**src/rtl/food_placer_if.sv**
```systemverilog
// ----------------------------------------------------------------------------
// food_placer_if
//   Bundles the signals between the food placer and its neighbours: the
//   random coordinate generators, the snake-body occupancy store, and the
//   renderer/collision logic.
//
//   master : the food placer itself
//   slave  : the environment (generators, occupancy store, consumers)
//
//   place_req  : single-cycle request for a new food position
//   rand_h/v   : raw random coordinates (8b / 7b)
//   rand_ce    : one-cycle advance pulse to both generators
//   occ_req    : occupancy query valid, occ_h/occ_v held while high
//   occ_ack    : query complete, occ_hit valid with it
//   food_h/v   : committed food cell, food_valid qualifies it
//   busy       : placement in progress
//   place_fail : one-cycle pulse, no free cell found
// ----------------------------------------------------------------------------
interface food_placer_if;
  logic       place_req;
  logic [7:0] rand_h;
  logic [6:0] rand_v;
  logic       rand_ce;
  logic       occ_req;
  logic [7:0] occ_h;
  logic [6:0] occ_v;
  logic       occ_ack;
  logic       occ_hit;
  logic [7:0] food_h;
  logic [6:0] food_v;
  logic       food_valid;
  logic       busy;
  logic       place_fail;

  modport master (
    input  place_req, rand_h, rand_v, occ_ack, occ_hit,
    output rand_ce, occ_req, occ_h, occ_v,
           food_h, food_v, food_valid, busy, place_fail
  );

  modport slave (
    output place_req, rand_h, rand_v, occ_ack, occ_hit,
    input  rand_ce, occ_req, occ_h, occ_v,
           food_h, food_v, food_valid, busy, place_fail
  );
endinterface

```
**src/rtl/food_placer.sv**
```systemverilog
// ----------------------------------------------------------------------------
// food_placer
//   Picks a free playfield cell for the next food item. On request it samples
//   the random generators, folds the pair into the playfield, asks the
//   occupancy store whether the cell is taken, and retries on a hit. After
//   MAX_TRIES random misses it either gives up (PLACE_FAIL pulse) or, when
//   FOOD_SCAN_FALLBACK_EN is defined, walks the playfield linearly from the
//   last candidate until a free cell turns up.
//
// Parameters
//   H_MAX     : largest horizontal cell index (2*(H_MAX+1) > 256)
//   V_MAX     : largest vertical cell index   (2*(V_MAX+1) > 128)
//   MAX_TRIES : random misses tolerated per placement (1..255)
//
// Ports
//   clk   : system clock, rising edge
//   rst_n : asynchronous active-low reset
//   fp    : food_placer_if.master (request, generators, occupancy, result)
//
// Configuration macro
//   FOOD_SCAN_FALLBACK_EN : adds the SCAN state and linear-scan counters
// ----------------------------------------------------------------------------
module food_placer #(
  parameter int H_MAX     = 159,
  parameter int V_MAX     = 119,
  parameter int MAX_TRIES = 15
) (
  input  logic          clk,
  input  logic          rst_n,
  food_placer_if.master fp
);

  localparam logic [7:0] H_MAX_L = 8'(H_MAX);
  localparam logic [7:0] H_SPAN  = 8'(H_MAX + 1);
  localparam logic [6:0] V_MAX_L = 7'(V_MAX);
  localparam logic [6:0] V_SPAN  = 7'(V_MAX + 1);
  localparam logic [7:0] TRIES_L = 8'(MAX_TRIES);

`ifdef FOOD_SCAN_FALLBACK_EN
  typedef enum logic [2:0] {S_IDLE, S_SAMPLE, S_QUERY, S_COMMIT, S_SCAN} state_e;
  localparam int CELLS = (H_MAX + 1) * (V_MAX + 1);
  localparam int SCW   = $clog2(CELLS + 1);
`else
  typedef enum logic [1:0] {S_IDLE, S_SAMPLE, S_QUERY, S_COMMIT} state_e;
`endif

  state_e     state_q, state_d;
  logic [7:0] cand_h_q;
  logic [6:0] cand_v_q;
  logic [7:0] tries_q;
  logic [7:0] food_h_q;
  logic [6:0] food_v_q;
  logic       food_valid_q;
  logic       place_fail_q;

  logic [7:0] fold_h;
  logic [6:0] fold_v;
  logic [7:0] tries_inc;
  logic       retry;
  logic       accept;
  logic       ack_ok;
  logic       fail_set;

  // One conditional subtract is enough because the raw range is below twice
  // the playfield span on each axis.
  assign fold_h = (fp.rand_h > H_MAX_L) ? fp.rand_h - H_SPAN : fp.rand_h;
  assign fold_v = (fp.rand_v > V_MAX_L) ? fp.rand_v - V_SPAN : fp.rand_v;

  assign tries_inc = (tries_q == 8'hFF) ? tries_q : tries_q + 8'd1;
  assign retry     = tries_inc < TRIES_L;
  assign accept    = (state_q == S_IDLE) && fp.place_req;
  // Acks are only meaningful while a query is outstanding.
  assign ack_ok    = (state_q == S_QUERY) && fp.occ_ack;

`ifdef FOOD_SCAN_FALLBACK_EN
  logic           scan_mode_q;
  logic [SCW-1:0] scan_cnt_q;
  logic           scan_done;
  logic [7:0]     step_h;
  logic [6:0]     step_v;

  // Raster step: H first, wrapping into the next row, V wraps to the top.
  always_comb begin
    step_h = cand_h_q + 8'd1;
    step_v = cand_v_q;
    if (cand_h_q == H_MAX_L) begin
      step_h = 8'd0;
      step_v = (cand_v_q == V_MAX_L) ? 7'd0 : cand_v_q + 7'd1;
    end
  end

  // This hit is the last cell of a full sweep.
  assign scan_done = scan_cnt_q == SCW'(CELLS - 1);
  assign fail_set  = ack_ok && fp.occ_hit && scan_mode_q && scan_done;
`else
  assign fail_set  = ack_ok && fp.occ_hit && !retry;
`endif

  // State register
  always_ff @(posedge clk or negedge rst_n) begin
    if (!rst_n) state_q <= S_IDLE;
    else        state_q <= state_d;
  end

  // Next-state logic
  always_comb begin
    state_d = state_q;
    case (state_q)
      S_IDLE:   if (fp.place_req) state_d = S_SAMPLE;
      S_SAMPLE: state_d = S_QUERY;
      S_QUERY: begin
        if (fp.occ_ack) begin
          if (!fp.occ_hit)      state_d = S_COMMIT;
`ifdef FOOD_SCAN_FALLBACK_EN
          else if (scan_mode_q) state_d = scan_done ? S_IDLE : S_SCAN;
          else                  state_d = retry ? S_SAMPLE : S_SCAN;
`else
          else                  state_d = retry ? S_SAMPLE : S_IDLE;
`endif
        end
      end
      S_COMMIT: state_d = S_IDLE;
`ifdef FOOD_SCAN_FALLBACK_EN
      S_SCAN:   state_d = S_QUERY;
`endif
      default:  state_d = S_IDLE;
    endcase
  end

  // Outputs decoded from state so reset drops them without waiting for a clock.
  always_comb begin
    fp.rand_ce = 1'b0;
    fp.occ_req = 1'b0;
    fp.busy    = 1'b1;
    case (state_q)
      S_IDLE:   fp.busy    = 1'b0;
      S_SAMPLE: fp.rand_ce = 1'b1;
      S_QUERY:  fp.occ_req = 1'b1;
      default:  ;
    endcase
  end

  assign fp.occ_h      = cand_h_q;
  assign fp.occ_v      = cand_v_q;
  assign fp.food_h     = food_h_q;
  assign fp.food_v     = food_v_q;
  assign fp.food_valid = food_valid_q;
  assign fp.place_fail = place_fail_q;

  // Datapath
  always_ff @(posedge clk or negedge rst_n) begin
    if (!rst_n) begin
      cand_h_q     <= '0;
      cand_v_q     <= '0;
      tries_q      <= '0;
      food_h_q     <= '0;
      food_v_q     <= '0;
      food_valid_q <= 1'b0;
      place_fail_q <= 1'b0;
`ifdef FOOD_SCAN_FALLBACK_EN
      scan_mode_q  <= 1'b0;
      scan_cnt_q   <= '0;
`endif
    end else begin
      // Lands together with the IDLE transition so the pulse lines up with BUSY falling.
      place_fail_q <= fail_set;

      if (accept) begin
        food_valid_q <= 1'b0;
        tries_q      <= '0;
`ifdef FOOD_SCAN_FALLBACK_EN
        scan_mode_q  <= 1'b0;
`endif
      end

      if (state_q == S_SAMPLE) begin
        cand_h_q <= fold_h;
        cand_v_q <= fold_v;
      end

      if (ack_ok && fp.occ_hit) tries_q <= tries_inc;

      if (state_q == S_COMMIT) begin
        food_h_q     <= cand_h_q;
        food_v_q     <= cand_v_q;
        food_valid_q <= 1'b1;
      end

`ifdef FOOD_SCAN_FALLBACK_EN
      if (ack_ok && fp.occ_hit) begin
        if (!scan_mode_q && !retry) begin
          scan_mode_q <= 1'b1;
          scan_cnt_q  <= '0;
        end else if (scan_mode_q) begin
          scan_cnt_q  <= scan_cnt_q + SCW'(1);
        end
      end

      if (state_q == S_SCAN) begin
        cand_h_q <= step_h;
        cand_v_q <= step_v;
      end
`endif
    end
  end

endmodule

```
**src/flat_wrapper.sv**
```systemverilog
// flat-port wrapper written by rule: the top's interface ports become plain ports
module food_placer_flat 
#(
  parameter int H_MAX     = 159,
  parameter int V_MAX     = 119,
  parameter int MAX_TRIES = 15
)
  (clk, rst_n, fp_place_req, fp_rand_h, fp_rand_v, fp_occ_ack, fp_occ_hit, fp_rand_ce, fp_occ_req, fp_occ_h, fp_occ_v, fp_food_h, fp_food_v, fp_food_valid, fp_busy, fp_place_fail);
  food_placer_if fp_i ();
  input  logic clk;
  input  logic rst_n;
  input wire logic [$bits(fp_i.place_req)-1:0] fp_place_req;
  input wire logic [$bits(fp_i.rand_h)-1:0] fp_rand_h;
  input wire logic [$bits(fp_i.rand_v)-1:0] fp_rand_v;
  input wire logic [$bits(fp_i.occ_ack)-1:0] fp_occ_ack;
  input wire logic [$bits(fp_i.occ_hit)-1:0] fp_occ_hit;
  output wire logic [$bits(fp_i.rand_ce)-1:0] fp_rand_ce;
  output wire logic [$bits(fp_i.occ_req)-1:0] fp_occ_req;
  output wire logic [$bits(fp_i.occ_h)-1:0] fp_occ_h;
  output wire logic [$bits(fp_i.occ_v)-1:0] fp_occ_v;
  output wire logic [$bits(fp_i.food_h)-1:0] fp_food_h;
  output wire logic [$bits(fp_i.food_v)-1:0] fp_food_v;
  output wire logic [$bits(fp_i.food_valid)-1:0] fp_food_valid;
  output wire logic [$bits(fp_i.busy)-1:0] fp_busy;
  output wire logic [$bits(fp_i.place_fail)-1:0] fp_place_fail;
  assign fp_i.place_req = fp_place_req;
  assign fp_i.rand_h = fp_rand_h;
  assign fp_i.rand_v = fp_rand_v;
  assign fp_i.occ_ack = fp_occ_ack;
  assign fp_i.occ_hit = fp_occ_hit;
  assign fp_rand_ce = fp_i.rand_ce;
  assign fp_occ_req = fp_i.occ_req;
  assign fp_occ_h = fp_i.occ_h;
  assign fp_occ_v = fp_i.occ_v;
  assign fp_food_h = fp_i.food_h;
  assign fp_food_v = fp_i.food_v;
  assign fp_food_valid = fp_i.food_valid;
  assign fp_busy = fp_i.busy;
  assign fp_place_fail = fp_i.place_fail;
  food_placer #(.H_MAX(H_MAX), .V_MAX(V_MAX), .MAX_TRIES(MAX_TRIES)) u_core (.clk(clk), .rst_n(rst_n), .fp(fp_i));
endmodule
```
**config.mk**
```make
export PLATFORM = sky130hd
export DESIGN_NAME = food_placer_flat
export DESIGN_NICKNAME = d
export VERILOG_FILES = /design/src/rtl/food_placer_if.sv /design/src/rtl/food_placer.sv /design/src/flat_wrapper.sv
export SDC_FILE = /design/constraint.sdc
export NUM_CORES = 1
export LEC_CHECK = 0
export CORE_MARGIN = 1.5
export CORE_UTILIZATION = 47
export DETAILED_ROUTE_END_ITERATION = 16
export PLACE_DENSITY_LB_ADDON = 0.12
export RECOVER_POWER = 25
export SYNTH_ARGS = -nofsm -noshare
export SYNTH_HDL_FRONTEND = slang
export SYNTH_SLANG_ARGS = --single-unit
```
**constraint.sdc**
```tcl
create_clock -name clk -period 2.09 [get_ports clk]
set_clock_uncertainty 0.2 [all_clocks]
set_input_delay 0.209 -clock clk [delete_from_list [all_inputs] [get_ports clk]]
set_output_delay 0.209 -clock clk [all_outputs]
set_load 0.05 [all_outputs]
```
* Word level (Yosys, flattened, before mapping)
Cells that the tools add are included.
Cells by class: add/subtract/negate cells 3, multiply operators 0, divide/modulo/power cells 0, order comparisons 3, equal/unequal tests 6, shift operators 0, mux-type cells 15, bitwise logic cells 0, reduce and logical (&&, ||, !) cells 9
Operators with widths (number):
- $mux 8 | 4
- $add 8x1->8 const B | 1
- $eq 8x8->1 const B | 1
- $gt 8x8->1 const B | 1
- $lt 8x4->1 const B | 1
- $pmux 2 s4 | 1
- $sub 8x8->8 const B | 1
- $gt 7x7->1 const B | 1
- $mux 7 | 1
- $sub 7x7->7 const B | 1
- $mux 1 | 6
- $mux 2 | 3
- $eq 2x2->1 const B | 2
- $logic_and 1x1->1 | 4
- $ne 2x2->1 const B | 2
- $reduce_bool 2->1 | 2
- $eq 2x1->1 const B | 1
- $logic_not 2->1 | 1
- $reduce_and 2->1 | 1
- $logic_not 1->1 | 1
Storage, ports and cells: flip-flop bits (word level) 42, latch bits 0, memory bits (writable) 0, memory bits (read-only) 0, output and inout port bits 35, logic and storage cells 44, memories kept 0

* Longest topological paths before layout
word-level depth 7, mapped depth 6, mapped depth without buffers 6

* Least setup slack after synthesis
No wires, ideal clock.
path kind register -> register, start reg u_core.tries_q[0], end reg u_core.state_q[0], library setup time 0.067 ns, arrival time 1.624 ns, required time 1.823 ns, setup slack 0.199 ns, stages on the path, launching flop included 6, path buffers 0, period minus slack after synthesis 1.891 ns, cells stage by stage dfrtp_1 > ha_1 > and3_4 > or2_4 > a2111oi_4 > a41o_1
On the way: word-level cells in the longest chain between the ends 7, elaborated cells between the ends (all ways) 8
RTL lines:
- start, declared | line food_placer.sv:50 | logic [7:0] tries_q;
- start signal, assigned | line food_placer.sv:181 | if (ack_ok && fp.occ_hit) tries_q <= tries_inc;
- $add 8x1->8 / $eq 8x8->1 (equally long branches) | line food_placer.sv:69 | assign tries_inc = (tries_q == 8'hFF) ? tries_q : tries_q + 8'd1;
- $mux 8 * | line food_placer.sv:69
- $lt 8x4->1 * | line food_placer.sv:70 | assign retry = tries_inc < TRIES_L;
- $mux 1 * | line food_placer.sv:118 | else state_d = retry ? S_SAMPLE : S_IDLE;
- $mux 2 * | line food_placer.sv:113 | if (!fp.occ_hit) state_d = S_COMMIT;
- $mux 2 * | line food_placer.sv:112 | if (fp.occ_ack) begin
- $pmux 2 s4 * | line food_placer.sv:108 | case (state_q)
- end signal, assigned | line food_placer.sv:102 | else state_q <= state_d;
- end, declared | line food_placer.sv:47 | state_e state_q, state_d;
Every way passes the cells marked *; elsewhere a longest branch is shown, timed or not. The select of a mux whose other input is x is not followed. A chain may end at the register's enable or synchronous reset.

* Worst setup path in the final report
Ends and elaborated chain as after synthesis.

==> impl_metrics.json <==
{
  "status": "completed",
  "path_max_fanout": 6,
  "grt_pass1_vias": 1513,
  "cp.arrival_ns": 2.05,
  "rr_endpoint": "u_core.state_q[0]",
  "fmax_ghz": 0.498,
  "fin_util": 0.683,
  "area_delta_synth_final_pct": 39.7,
  "initial_core_util": 0.489,
  "drt_first_iter_violations": 66,
  "reg2reg_slack_ns": 0.08,
  "cts_setup_buffers": 0,
  "ys_seq_elements": 42,
  "clock_path_buffers": 2,
  "wl_um": 4270,
  "max_slew_margin": 0.328,
  "cap_violations": 0,
  "cts_tree": "yes",
  "syn_inst": 187,
  "layout_setup_ws_ns": 0.0839,
  "avgSynthCellArea_sq_um": 10.5,
  "antenna_found_initial": 0,
  "ant_nets": 0,
  "synthArstFlopShare": 1.00,
  "hold_start": "fp_rand_h[4]",
  "whs_ns": 0.227,
  "switching_share": 0.460,
  "pwr-share-seq": 0.287,
  "vdd_drop_max_v": 0.00113,
  "synthFlopType": "dfrtp_1",
  "period_minus_slack_ns": 2.01,
  "die_h_um": 67.5,
  "core_sq_um": 4000,
  "hpwl_um": 3000,
  "die_w_um": 67.5,
  "leakagePower_nw": 1.24,
  "yosysWarnings": 0,
  "slowest_stage": "dfrtp_1",
  "powerDensity_nw_per_um2": 1730,
  "rows": 23,
  "p_clk_frac": 0.163,
  "hold_violations": 0,
  "routed-via-count": 1582,
  "clk-insertion-delay-late_ns": 0.31,
  "cp.required_ns": 2.14,
  "criticalPathCategory": "register to register",
  "hold_class": "input port to register",
  "slowest_delay_ns": 0.43,
  "crit_chain": "ha_1, and3_4, or2_4, a2111oi_4, a41o_1",
  "ios": 55,
  "via_per_inst": 5.26,
  "synthesis.area_sq_um": 1960,
  "r2r_cells": 5,
  "timing.rr.start": "u_core.tries_q[0]",
  "grt_max_degree": 43,
  "nNetsFinal": 274,
  "hold_end": "u_core.fp.occ_h[4]",
  "die-area_sq_um": 4560,
  "synth-edff-count": 0,
  "grt_overflow": 0,
  "min_path_cells": 3,
  "worstSetupStartpointType": "register",
  "antenna_cells": 0,
  "numCtsBuffers": 5,
  "grt_usage": 0.216,
  "grt_pass1_wl_um": 7000,
  "clock_sinks": 42,
  "cellInternalPower_mw": 2.55,
  "tns_ns": 0,
  "port-buffer-count": 54,
  "place_congestion": 0.860,
  "wl_per_cell_um": 14.2,
  "drt_first_pass_iters": 4,
  "root_buffer": "clkbuf_8",
  "synthDistinctLibCells": 39,
  "drive_above_1_share": 0.159,
  "setup_viol": 0,
  "critPathCaptureType": "register",
  "fin_crit_sh": 0.960,
  "clkTransAtPathRegs_ns": 0.09,
  "rsz0062_at_grt": "false",
  "combPwrFrac": 0.550,
  "post-place-ws_ns": 0.111,
  "h-tree-depth": 2,
  "worstMarginPinSlew_ns": 1.01,
  "drcViolationCount": 0,
  "syn-num-nets": 211,
  "switchingPower_mw": 2.17,
  "ys_seq_area_frac": 0.537,
  "slew_violations": 0
}
logic make-up after synthesis:
group	synth area share
AND/OR/NAND/NOR	0.166
XOR/XNOR	0.00448
buffers and inverters	0.0269
multiplexers	0.102
AO/OA/AOI/OAI	0.138
flip-flops	0.537
adder cells (fa/ha/maj)	0.0256
cells in the mapped netlist, drive strengths merged, types with 2 or more instances:
cell	instances	share of area
nand2	41	0.079
mux2	16	0.092
ha	4	0.026
o22ai	2	0.0064
mux2i	2	0.010
a41oi	2	0.0090
nor3	2	0.0051
dfrtp	42	0.54
o21ai	10	0.026
a31oi	2	0.0064
a21o	3	0.012
nand2b	3	0.0096
nand3	3	0.0077
clkbuf	3	0.0058
a21oi	12	0.031
buf	3	0.0077
nor2	6	0.012
or2	3	0.011
nand4	3	0.0096
and3	4	0.015
inv	7	0.013
per-layer routing:
layer	routed length [um]	track usage	vias to the layer above	share of wire
li1	-	-	787	-
met1	2040	0.275	744	0.48
met2	1890	0.336	46	0.44
met3	278	0.0817	5	0.065
met4	63	0.0791	0	0.015
met5	0	0	-	0
area by class of cell:
type / count / area (sq um)
clock buffer: 5 / 68.8
clock inverter: 3 / 68.8
fill: 320 / 1270
inverter: 7 / 26.3
multi-input combinational: 132 / 852
sequential: 42 / 1050
tap: 50 / 62.6
timing repair buffer: 62 / 602
placed cells by master (no fill, tap or decap), types with 2 or more instances in the layout:
cell type	count
and3_1	3
nand3_1	3
clkbuf_8	5
dfrtp_1	42
nor2_1	6
a41oi_1	2
nand4_1	3
clkdlybuf4s50_1	50
ha_1	4
bufinv_16	2
inv_1	7
o22ai_1	2
o21ai_0	9
a21o_1	3
buf_4	7
a31oi_1	2
mux2_2	16
nand2b_1	3
a21oi_1	12
nand2_1	41
mux2i_1	2
nor3_1	2
flip-flops by register name, indices dropped and copies added, names as in the netlist:
| register | count |
|---|---|
| u_core.fp.food_h | 8 |
| u_core.fp.food_v | 7 |
| u_core.fp.food_valid | 1 |
| u_core.fp.occ_h | 8 |
| u_core.fp.occ_v | 7 |
| u_core.fp.place_fail | 1 |
| u_core.state_q | 2 |
| u_core.tries_q | 8 |
power by group through the flow:
stage / Clock [mW] / Combinational [mW] / Sequential [mW]
after floorplan: 0 / 0.726 / 2.33
after global placement: 0 / 2.59 / 1.35
after detailed placement: 0 / 2.62 / 1.37
after CTS: 0.784 / 2.61 / 1.35
after global routing: 0.825 / 2.75 / 1.40
final: 0.771 / 2.59 / 1.35
how the worst max path moves through the flow:
stage	startpoint	to	slack, ns	depth (start not counted)
3_3_place_gp	u_core.tries_q[0]	u_core.state_q[0]	0.16	5
6_report	u_core.tries_q[0]	u_core.state_q[0]	0.08	5
3_5_place_dp	fp_rand_v[3]	u_core.fp.occ_v[3]	0.11	6
2_1_floorplan	u_core.tries_q[0]	u_core.state_q[0]	0.20	5
5_1_grt	u_core.tries_q[0]	u_core.state_q[0]	0.01	5
4_1_cts	u_core.tries_q[0]	u_core.state_q[0]	0.09	5
through the flow:
stage	std cells	power [mW]	cell area [sq um]
floorplan	187	3.06	1960
global placement	292	3.93	2590
detailed placement	292	3.99	2590
CTS	301	4.75	2730
global route	301	4.97	2730
finish	301	4.71	2730
timing repair:
| action | in CTS | in global routing |
|---|---|---|
| gates resized for setup | 1 | 0 |
| setup endpoints to repair | 1 | 0 |
| endpoints found under the hold margin | 42 | 0 |
| hold buffers | 1 | 0 |
critical path: cells and delay by family (launching register included):
family                   cells  cell delay, ns
flip-flops                   1            0.43
AO/OA/AOI/OAI                2            0.59
AND/OR/NAND/NOR              2            0.44
adder cells (fa/ha/maj)      1            0.28
Note: power is estimated with default switching activity, not from simulation.
